$ cat config.mk
export PLATFORM = sky130hd
export DESIGN_NAME = exe_muldiv_ctrl
export DESIGN_NICKNAME = d
export VERILOG_FILES = /design/src/rtl/exe_muldiv_ctrl_pkg.sv /design/src/rtl/exe_muldiv_ctrl_iter_step.sv /design/src/rtl/exe_muldiv_ctrl.sv
export SDC_FILE = /design/constraint.sdc
export NUM_CORES = 1
export LEC_CHECK = 0
export CAP_MARGIN = 10
export CORE_MARGIN = 5
export CORE_UTILIZATION = 30
export DETAILED_ROUTE_END_ITERATION = 16
export PLACE_DENSITY_LB_ADDON = 0.15
export SKIP_CTS_REPAIR_TIMING = 1
export SYNTH_ARGS = -nofsm -noshare
export SYNTH_HDL_FRONTEND = slang
export SYNTH_HIERARCHICAL = 1
export SYNTH_SLANG_ARGS = --single-unit
$ cat constraint.sdc
create_clock -name clk_i -period 4.6 [get_ports clk_i]
set_input_delay 1.15 -clock clk_i [delete_from_list [all_inputs] [get_ports clk_i]]
set_output_delay 1.15 -clock clk_i [all_outputs]
set_load 0.01 [all_outputs]
$ cat src/rtl/exe_muldiv_ctrl_pkg.sv
// ----------------------------------------------------------------------------
// exe_muldiv_ctrl_pkg
// Shared constants and types for the iterative RV32M multiply/divide unit:
// operand widths, R-type/M-extension decode constants, funct3 op codes,
// FSM state encoding and a small conditional-negate helper.
// ----------------------------------------------------------------------------
package exe_muldiv_ctrl_pkg;

    localparam int DATA_WIDTH  = 32;
    localparam int RDATA_WIDTH = 32;

    localparam logic [6:0] INST_TYPE_R_M = 7'b0110011;
    localparam logic [6:0] FUNCT7_M      = 7'b0000001;

    localparam logic [2:0] INST_MUL    = 3'b000;
    localparam logic [2:0] INST_MULH   = 3'b001;
    localparam logic [2:0] INST_MULHSU = 3'b010;
    localparam logic [2:0] INST_MULHU  = 3'b011;
    localparam logic [2:0] INST_DIV    = 3'b100;
    localparam logic [2:0] INST_DIVU   = 3'b101;
    localparam logic [2:0] INST_REM    = 3'b110;
    localparam logic [2:0] INST_REMU   = 3'b111;

    typedef enum logic [1:0] {
        ST_IDLE = 2'd0,
        ST_CALC = 2'd1,
        ST_DONE = 2'd2
    } state_t;

    // Two's-complement negate when neg is set.
    function automatic logic [31:0] negate_if(input logic neg, input logic [31:0] v);
        return neg ? (~v + 32'd1) : v;
    endfunction

endpackage

$ cat src/rtl/exe_muldiv_ctrl_iter_step.sv
// ----------------------------------------------------------------------------
// muldiv_iter_step
// Combinational single radix-2 step on the 64-bit product/remainder register.
//   Multiply: conditional add of the multiplicand into the upper half, then
//             shift right by one (carry enters bit 63).
//   Divide:   shift left by one, trial-subtract the divisor from the upper
//             half and restore on borrow; the quotient bit enters bit 0.
// Ports:
//   is_div   in  1   select divide step (present only with MULDIV_DIV_EN)
//   acc      in  64  current product/remainder register
//   operand  in  32  multiplicand or divisor magnitude
//   acc_next out 64  register value after one step
// Build option: MULDIV_DIV_EN enables the divide step.
// ----------------------------------------------------------------------------
module muldiv_iter_step (
`ifdef MULDIV_DIV_EN
    input  logic        is_div,
`endif
    input  logic [63:0] acc,
    input  logic [31:0] operand,
    output logic [63:0] acc_next
);

    logic [32:0] mul_sum;
`ifdef MULDIV_DIV_EN
    logic        div_ge;
    logic [31:0] div_diff;
`endif

    always_comb begin
        mul_sum  = {1'b0, acc[63:32]} + (acc[0] ? {1'b0, operand} : 33'd0);
        acc_next = {mul_sum, acc[31:1]};
`ifdef MULDIV_DIV_EN
        // The shifted partial remainder is 33 bits wide; when it is >= the
        // divisor the true difference fits in 32 bits, so a 32-bit subtract
        // of the low bits gives the exact result.
        div_ge   = acc[63:31] >= {1'b0, operand};
        div_diff = acc[62:31] - operand;
        if (is_div) begin
            acc_next = div_ge ? {div_diff, acc[30:0], 1'b1} : {acc[62:0], 1'b0};
        end
`endif
    end

endmodule

$ cat src/rtl/exe_muldiv_ctrl.sv
// ----------------------------------------------------------------------------
// exe_muldiv_ctrl
// Iterative RV32M multiply/divide unit for the execute stage. An accepted
// instruction takes 32 single-bit steps and presents its result as a
// one-cycle valid pulse 33 cycles after acceptance. Division by zero and
// signed overflow finish in one cycle.
// Ports:
//   clk_i        in  1   clock
//   rst_i        in  1   synchronous active-high reset
//   start_i      in  1   decode presents an instruction this cycle
//   inst_i       in  32  instruction word
//   op1_i/op2_i  in  32  rs1/rs2 operand values
//   flush_i      in  1   abort any operation in progress
//   busy_o       out 1   stall request
//   valid_o      out 1   result valid pulse
//   reg_wdata_o  out 32  result (zero when valid_o is low)
//   reg_we_o     out 1   register file write enable (= valid_o)
// Build option: MULDIV_DIV_EN enables DIV/DIVU/REM/REMU; without it only
// the multiply group is accepted.
// ----------------------------------------------------------------------------
module exe_muldiv_ctrl
    import exe_muldiv_ctrl_pkg::*;
(
    input  logic                   clk_i,
    input  logic                   rst_i,
    input  logic                   start_i,
    input  logic [RDATA_WIDTH-1:0] inst_i,
    input  logic [DATA_WIDTH-1:0]  op1_i,
    input  logic [DATA_WIDTH-1:0]  op2_i,
    input  logic                   flush_i,
    output logic                   busy_o,
    output logic                   valid_o,
    output logic [RDATA_WIDTH-1:0] reg_wdata_o,
    output logic                   reg_we_o
);

    state_t      state_reg, state_next;
    logic [4:0]  count_reg, count_next;
    logic [63:0] acc_reg, acc_next;
    logic [31:0] operand_reg, operand_next;
    logic [2:0]  funct3_reg, funct3_next;
    logic        neg_reg, neg_next;

    logic [6:0]  opcode;
    logic [6:0]  funct7;
    logic [2:0]  funct3;
    logic        unused_inst;

    assign opcode      = inst_i[6:0];
    assign funct3      = inst_i[14:12];
    assign funct7      = inst_i[31:25];
    assign unused_inst = ^{inst_i[24:15], inst_i[11:7]};

    logic op_ok;
`ifdef MULDIV_DIV_EN
    assign op_ok = 1'b1;
`else
    assign op_ok = ~funct3[2];
`endif

    logic accept;
    assign accept = start_i && !rst_i && !flush_i && (state_reg == ST_IDLE) &&
                    (opcode == INST_TYPE_R_M) && (funct7 == FUNCT7_M) && op_ok;

    // Operand magnitudes and result sign. MUL returns the low word, which is
    // sign-agnostic, so it runs unsigned. A remainder takes the dividend sign.
    logic        op1_neg, op2_neg, neg_result;
    logic [31:0] mag1, mag2;

    always_comb begin
        op1_neg    = op1_i[31] && (funct3 inside {INST_MULH, INST_MULHSU, INST_DIV, INST_REM});
        op2_neg    = op2_i[31] && (funct3 inside {INST_MULH, INST_DIV, INST_REM});
        mag1       = negate_if(op1_neg, op1_i);
        mag2       = negate_if(op2_neg, op2_i);
        neg_result = (funct3 == INST_REM) ? op1_neg : (op1_neg ^ op2_neg);
    end

`ifdef MULDIV_DIV_EN
    logic div_zero, div_ovf;
    assign div_zero = funct3[2] && (op2_i == 32'h0);
    assign div_ovf  = ((funct3 == INST_DIV) || (funct3 == INST_REM)) &&
                      (op1_i == 32'h8000_0000) && (op2_i == 32'hFFFF_FFFF);
`endif

    logic [63:0] step_acc;

    muldiv_iter_step u_step (
`ifdef MULDIV_DIV_EN
        .is_div   (funct3_reg[2]),
`endif
        .acc      (acc_reg),
        .operand  (operand_reg),
        .acc_next (step_acc)
    );

    always_comb begin
        state_next   = state_reg;
        count_next   = count_reg;
        acc_next     = acc_reg;
        operand_next = operand_reg;
        funct3_next  = funct3_reg;
        neg_next     = neg_reg;
        busy_o       = 1'b0;
        valid_o      = 1'b0;
        case (state_reg)
            ST_IDLE: begin
                if (accept) begin
                    busy_o       = 1'b1;
                    funct3_next  = funct3;
                    operand_next = mag2;
                    acc_next     = {32'h0, mag1};
                    neg_next     = neg_result;
                    count_next   = 5'd0;
                    state_next   = ST_CALC;
`ifdef MULDIV_DIV_EN
                    // Special cases preload the final quotient (low half)
                    // and remainder (high half) and skip the iteration.
                    if (div_zero) begin
                        acc_next   = {op1_i, 32'hFFFF_FFFF};
                        neg_next   = 1'b0;
                        state_next = ST_DONE;
                    end else if (div_ovf) begin
                        acc_next   = {32'h0, 32'h8000_0000};
                        neg_next   = 1'b0;
                        state_next = ST_DONE;
                    end
`endif
                end
            end
            ST_CALC: begin
                busy_o     = 1'b1;
                acc_next   = step_acc;
                count_next = count_reg + 5'd1;
                if (count_reg == 5'd31) begin
                    state_next = ST_DONE;
                end
            end
            ST_DONE: begin
                valid_o    = 1'b1;
                state_next = ST_IDLE;
            end
            default: state_next = ST_IDLE;
        endcase
        if (flush_i) begin
            state_next = ST_IDLE;
            count_next = 5'd0;
        end
    end

    always_ff @(posedge clk_i) begin
        if (rst_i) begin
            state_reg   <= ST_IDLE;
            count_reg   <= 5'd0;
            acc_reg     <= 64'h0;
            operand_reg <= 32'h0;
            funct3_reg  <= 3'b000;
            neg_reg     <= 1'b0;
        end else begin
            state_reg   <= state_next;
            count_reg   <= count_next;
            acc_reg     <= acc_next;
            operand_reg <= operand_next;
            funct3_reg  <= funct3_next;
            neg_reg     <= neg_next;
        end
    end

    // Sign fix-up and word selection.
    logic [63:0] prod_fix;
    logic [31:0] result;

    always_comb begin
        prod_fix = neg_reg ? (~acc_reg + 64'd1) : acc_reg;
        case (funct3_reg)
            INST_MUL:                           result = prod_fix[31:0];
            INST_MULH, INST_MULHSU, INST_MULHU: result = prod_fix[63:32];
            INST_DIV, INST_DIVU:                result = negate_if(neg_reg, acc_reg[31:0]);
            INST_REM, INST_REMU:                result = negate_if(neg_reg, acc_reg[63:32]);
            default:                            result = 32'h0;
        endcase
    end

    assign reg_we_o    = valid_o;
    assign reg_wdata_o = valid_o ? result : '0;

endmodule

==> results.py <==
metrics = {
    "placed_design": {
        "place_congestion": 0.943,
        "dp_hpwl_mm": 33.1,
        "place_inst": 2106,
        "place_area_um2": 12900,
        "io_buffers": 119,
    },
    "detailed_routing": {
        "dr_total_vias": 12000,
        "initialDrtViolationCount": 1134,
        "drt-wirelength-per-cell_um": 20.2,
        "wl_mm": 42.9,
        "viasPerCell": 5.66,
        "first_pass_iters": 5,
        "antenna_left": 0,
        "drc": 0,
    },
    "grt": {
        "grt_pass1_wl_mm": 66.1,
        "track_usage": 0.201,
        "grt_pass1_vias": 11200,
        "antenna_found_initial": 1,
        "gr-total-overflow": 0,
        "grt_max_degree": 101,
    },
    "worst_setup_path": {
        "critPathArrivalTime_ns": 3.49,
        "cp.required_ns": 3.45,
        "start_kind": "flip-flop",
        "path_delay_family": "simple AND/OR/NAND/NOR gates",
        "r2r_slack_ns": 1.23,
        "path_class": "reg2out",
        "slowest_delay_ns": 0.58,
        "cp_max_fo": 8,
        "cp-end-kind": "primary output",
        "cp_num_buf_inv": 2,
        "crit_chain": "or4_1 -> or4_4 -> nor4_4 -> buf_4 -> nor3_1 -> a31oi_1 -> o21ai_0 -> o21a_1 -> clkdlybuf4s50_1",
        "crit_slowest_cell": "or4_4",
    },
    "synth": {
        "syn_area_um2": 11100,
        "yosysSeqAreaShare": 0.194,
        "ys_ff_latch": 107,
        "avgSynthCellArea_um2": 7.02,
        "netlist_instances": 1576,
        "syn_nets": 1715,
        "synth-warning-count": 6,
        "synth_edf_count": 0,
        "synthArstFlopShare": 0,
        "ys_types": 91,
        "synth_flop_cell": "dfxtp_1",
    },
    "final_layout": {
        "layoutNonFillerInstCount": 2125,
        "largest_register_ff_count": 64,
        "area_growth_pct": 20.9,
        "drive_gt1_frac": 0.115,
        "stdcell_area_um2": 13400,
        "final_nets": 1790,
    },
    "die": {
        "die-height_um": 202,
        "rows": 70,
        "die_area_um2": 40800,
        "die_w_um": 202,
        "initial_core_util": 0.303,
        "io_pins": 135,
        "core-area_um2": 36500,
    },
    "sta": {
        "timing.final.ws_setup_ns": -0.0355,
        "tns_ns": -0.0681,
        "finalSetupViolCount": 3,
        "skew_ns": 0.0156,
        "worst_pin_slew_ns": 1.13,
        "hold_slack_ns": 0.454,
        "final_max_slew_viol_count": 0,
        "max_freq_mhz": 216,
        "slew_headroom": 0.244,
        "layout_min_cycle_time_ns": 4.64,
        "rsz0062_at_grt": "yes",
        "hold_viol_final": 0,
        "fin_crit_sh": 1.01,
    },
    "clock_network": {
        "cts_buffers": 9,
        "cts.htree.levels": 3,
        "cts_tree": "done",
        "cts_buffer_depth": 2,
        "path_clk_slew_ns": 0.07,
        "insertion_delay_ns": 0.36,
        "cts_root_buf": "clkbuf_16",
        "clock-sinks": 107,
    },
    "power": {
        "irDropWorstVdd_v": 0.000147,
        "power_density_nw_per_um2": 142,
        "p_leak_uw": 0.00532,
    },
    "flow_run": {
        "cap_violations": 0,
    },
    "run_status": {
        "status": "complete, but fails checks",
        "violations": "negative setup slack",
    },
    "min_path": {
        "min_path_type": "reg2reg",
    },
}
-- report_power, final --
group          switching (uW)  internal (uW)
Combinational             109            114
Sequential            0.00547            925
Clock                     381            371
-- tightest hold or removal path, delay by kind of cell, from the launching register on --
kind             cells  cell delay, ns
flip-flops           1            0.31
AO/OA/AOI/OAI        1            0.05
AND/OR/NAND/NOR      1            0.05
-- layout by cell type, fill, tap and decap left out, drive strengths merged, types with 7 or more instances in the layout --
cell type and instances:
clkdlybuf4s50 108, o31ai 30, a22oi 9, o211ai 9
ha 38, nand2 147, or3 18, nand4 16
and3 8, or4 25, buf 101, nand2b 18
dlymetal6s2s 10, nor2 173, nor3 50, a221oi 10
a211oi 55, xnor2 70, inv 27, nor4b 7
or2 10, o41ai 11, a31oi 27, mux2i 8
a21o 23, a311oi 9, dfxtp 107, a21oi 152
o21ai 67, xor2 67, and2 39, nor4 31
o22ai 17, nand3 69, clkbuf 9
-- Yosys cell counts (5+ instances only) --
master,instances,area share
nor2_1,172,0.058
a21oi_1,150,0.068
nand2_1,146,0.050
clkbuf_1,107,0.036
dfxtp_1,107,0.19
xnor2_1,70,0.055
nand3_1,69,0.031
xor2_1,67,0.053
o21ai_0,58,0.026
a211oi_1,54,0.037
nor3_1,47,0.021
and2_1,39,0.022
ha_1,38,0.043
buf_4,33,0.022
o31ai_1,29,0.020
nor4_1,28,0.016
a31oi_1,26,0.015
inv_1,24,0.0081
a21o_1,23,0.016
or4_1,22,0.015
nand2b_1,18,0.010
or3_1,18,0.010
o22ai_1,17,0.0096
nand4_1,16,0.0090
buf_1,10,0.0034
a221oi_1,9,0.0071
a22oi_1,9,0.0061
or2_2,9,0.0051
and3_1,8,0.0045
mux2i_1,8,0.0072
o211ai_1,8,0.0054
o21ai_1,8,0.0036
o41ai_1,8,0.0063
a311oi_1,7,0.0055
a211o_1,6,0.0047
nor2b_1,6,0.0034
nor4b_1,6,0.0047
o21a_1,6,0.0041
a41oi_1,5,0.0040
nor3b_1,5,0.0034
o21bai_1,5,0.0034
o311ai_0,5,0.0040
-- per-stage QoR --
step	total power, uW	worst slack (ns)	utilization
3_5_place_dp	1170	0.136	0.353
6_report	1900	-0.0355	0.366
4_1_cts	1930	-0.273	0.360
5_1_grt	1970	-0.114	0.366
3_3_place_gp	1170	0.166	0.353
2_1_floorplan	1050	0.879	-
-- metal layers --
layer,track usage,wire length [um],vias to the layer above
li1,-,-,5892
met1,0.289,20200,5652
met2,0.301,18300,407
met3,0.0321,2790,75
met4,0.0781,1570,0
met5,0,0,-
-- final timing paths --
kind | startpoint | end | cells past startpoint
max reg2reg | acc_reg[0]$_SDFFE_PP0P_ | acc_reg[49]$_SDFFE_PP0P_ | 13
min | operand_reg[16]$_SDFFE_PP0P_ | operand_reg[16]$_SDFFE_PP0P_ | 2
max | acc_reg[18]$_SDFFE_PP0P_ | reg_wdata_o[19] | 9
min reg2reg | operand_reg[16]$_SDFFE_PP0P_ | operand_reg[16]$_SDFFE_PP0P_ | 2
-- final cells by class --
cell class,count,area [um^2]
fill,3879,23100
multi-input combinational,1288,8300
sequential,107,2140
timing repair buffer,219,1980
tap,468,586
clock buffer,9,225
inverter,26,97.6
clock inverter,7,48.8
antenna,1,2.50
-- kinds of logic (layout without fill, tap and decap cells) --
kind of cell / Yosys count / in the layout / share of synthesized area
adder cells (fa/ha/maj): 39 / 39 / 0.0448
AO/OA/AOI/OAI: 474 / 474 / 0.286
other: 0 / 1 / 0
multiplexers: 9 / 9 / 0.00826
AND/OR/NAND/NOR: 629 / 629 / 0.285
buffers and inverters: 181 / 261 / 0.0749
flip-flops: 107 / 107 / 0.194
XOR/XNOR: 137 / 137 / 0.108
(Power assumes the default switching activity.)
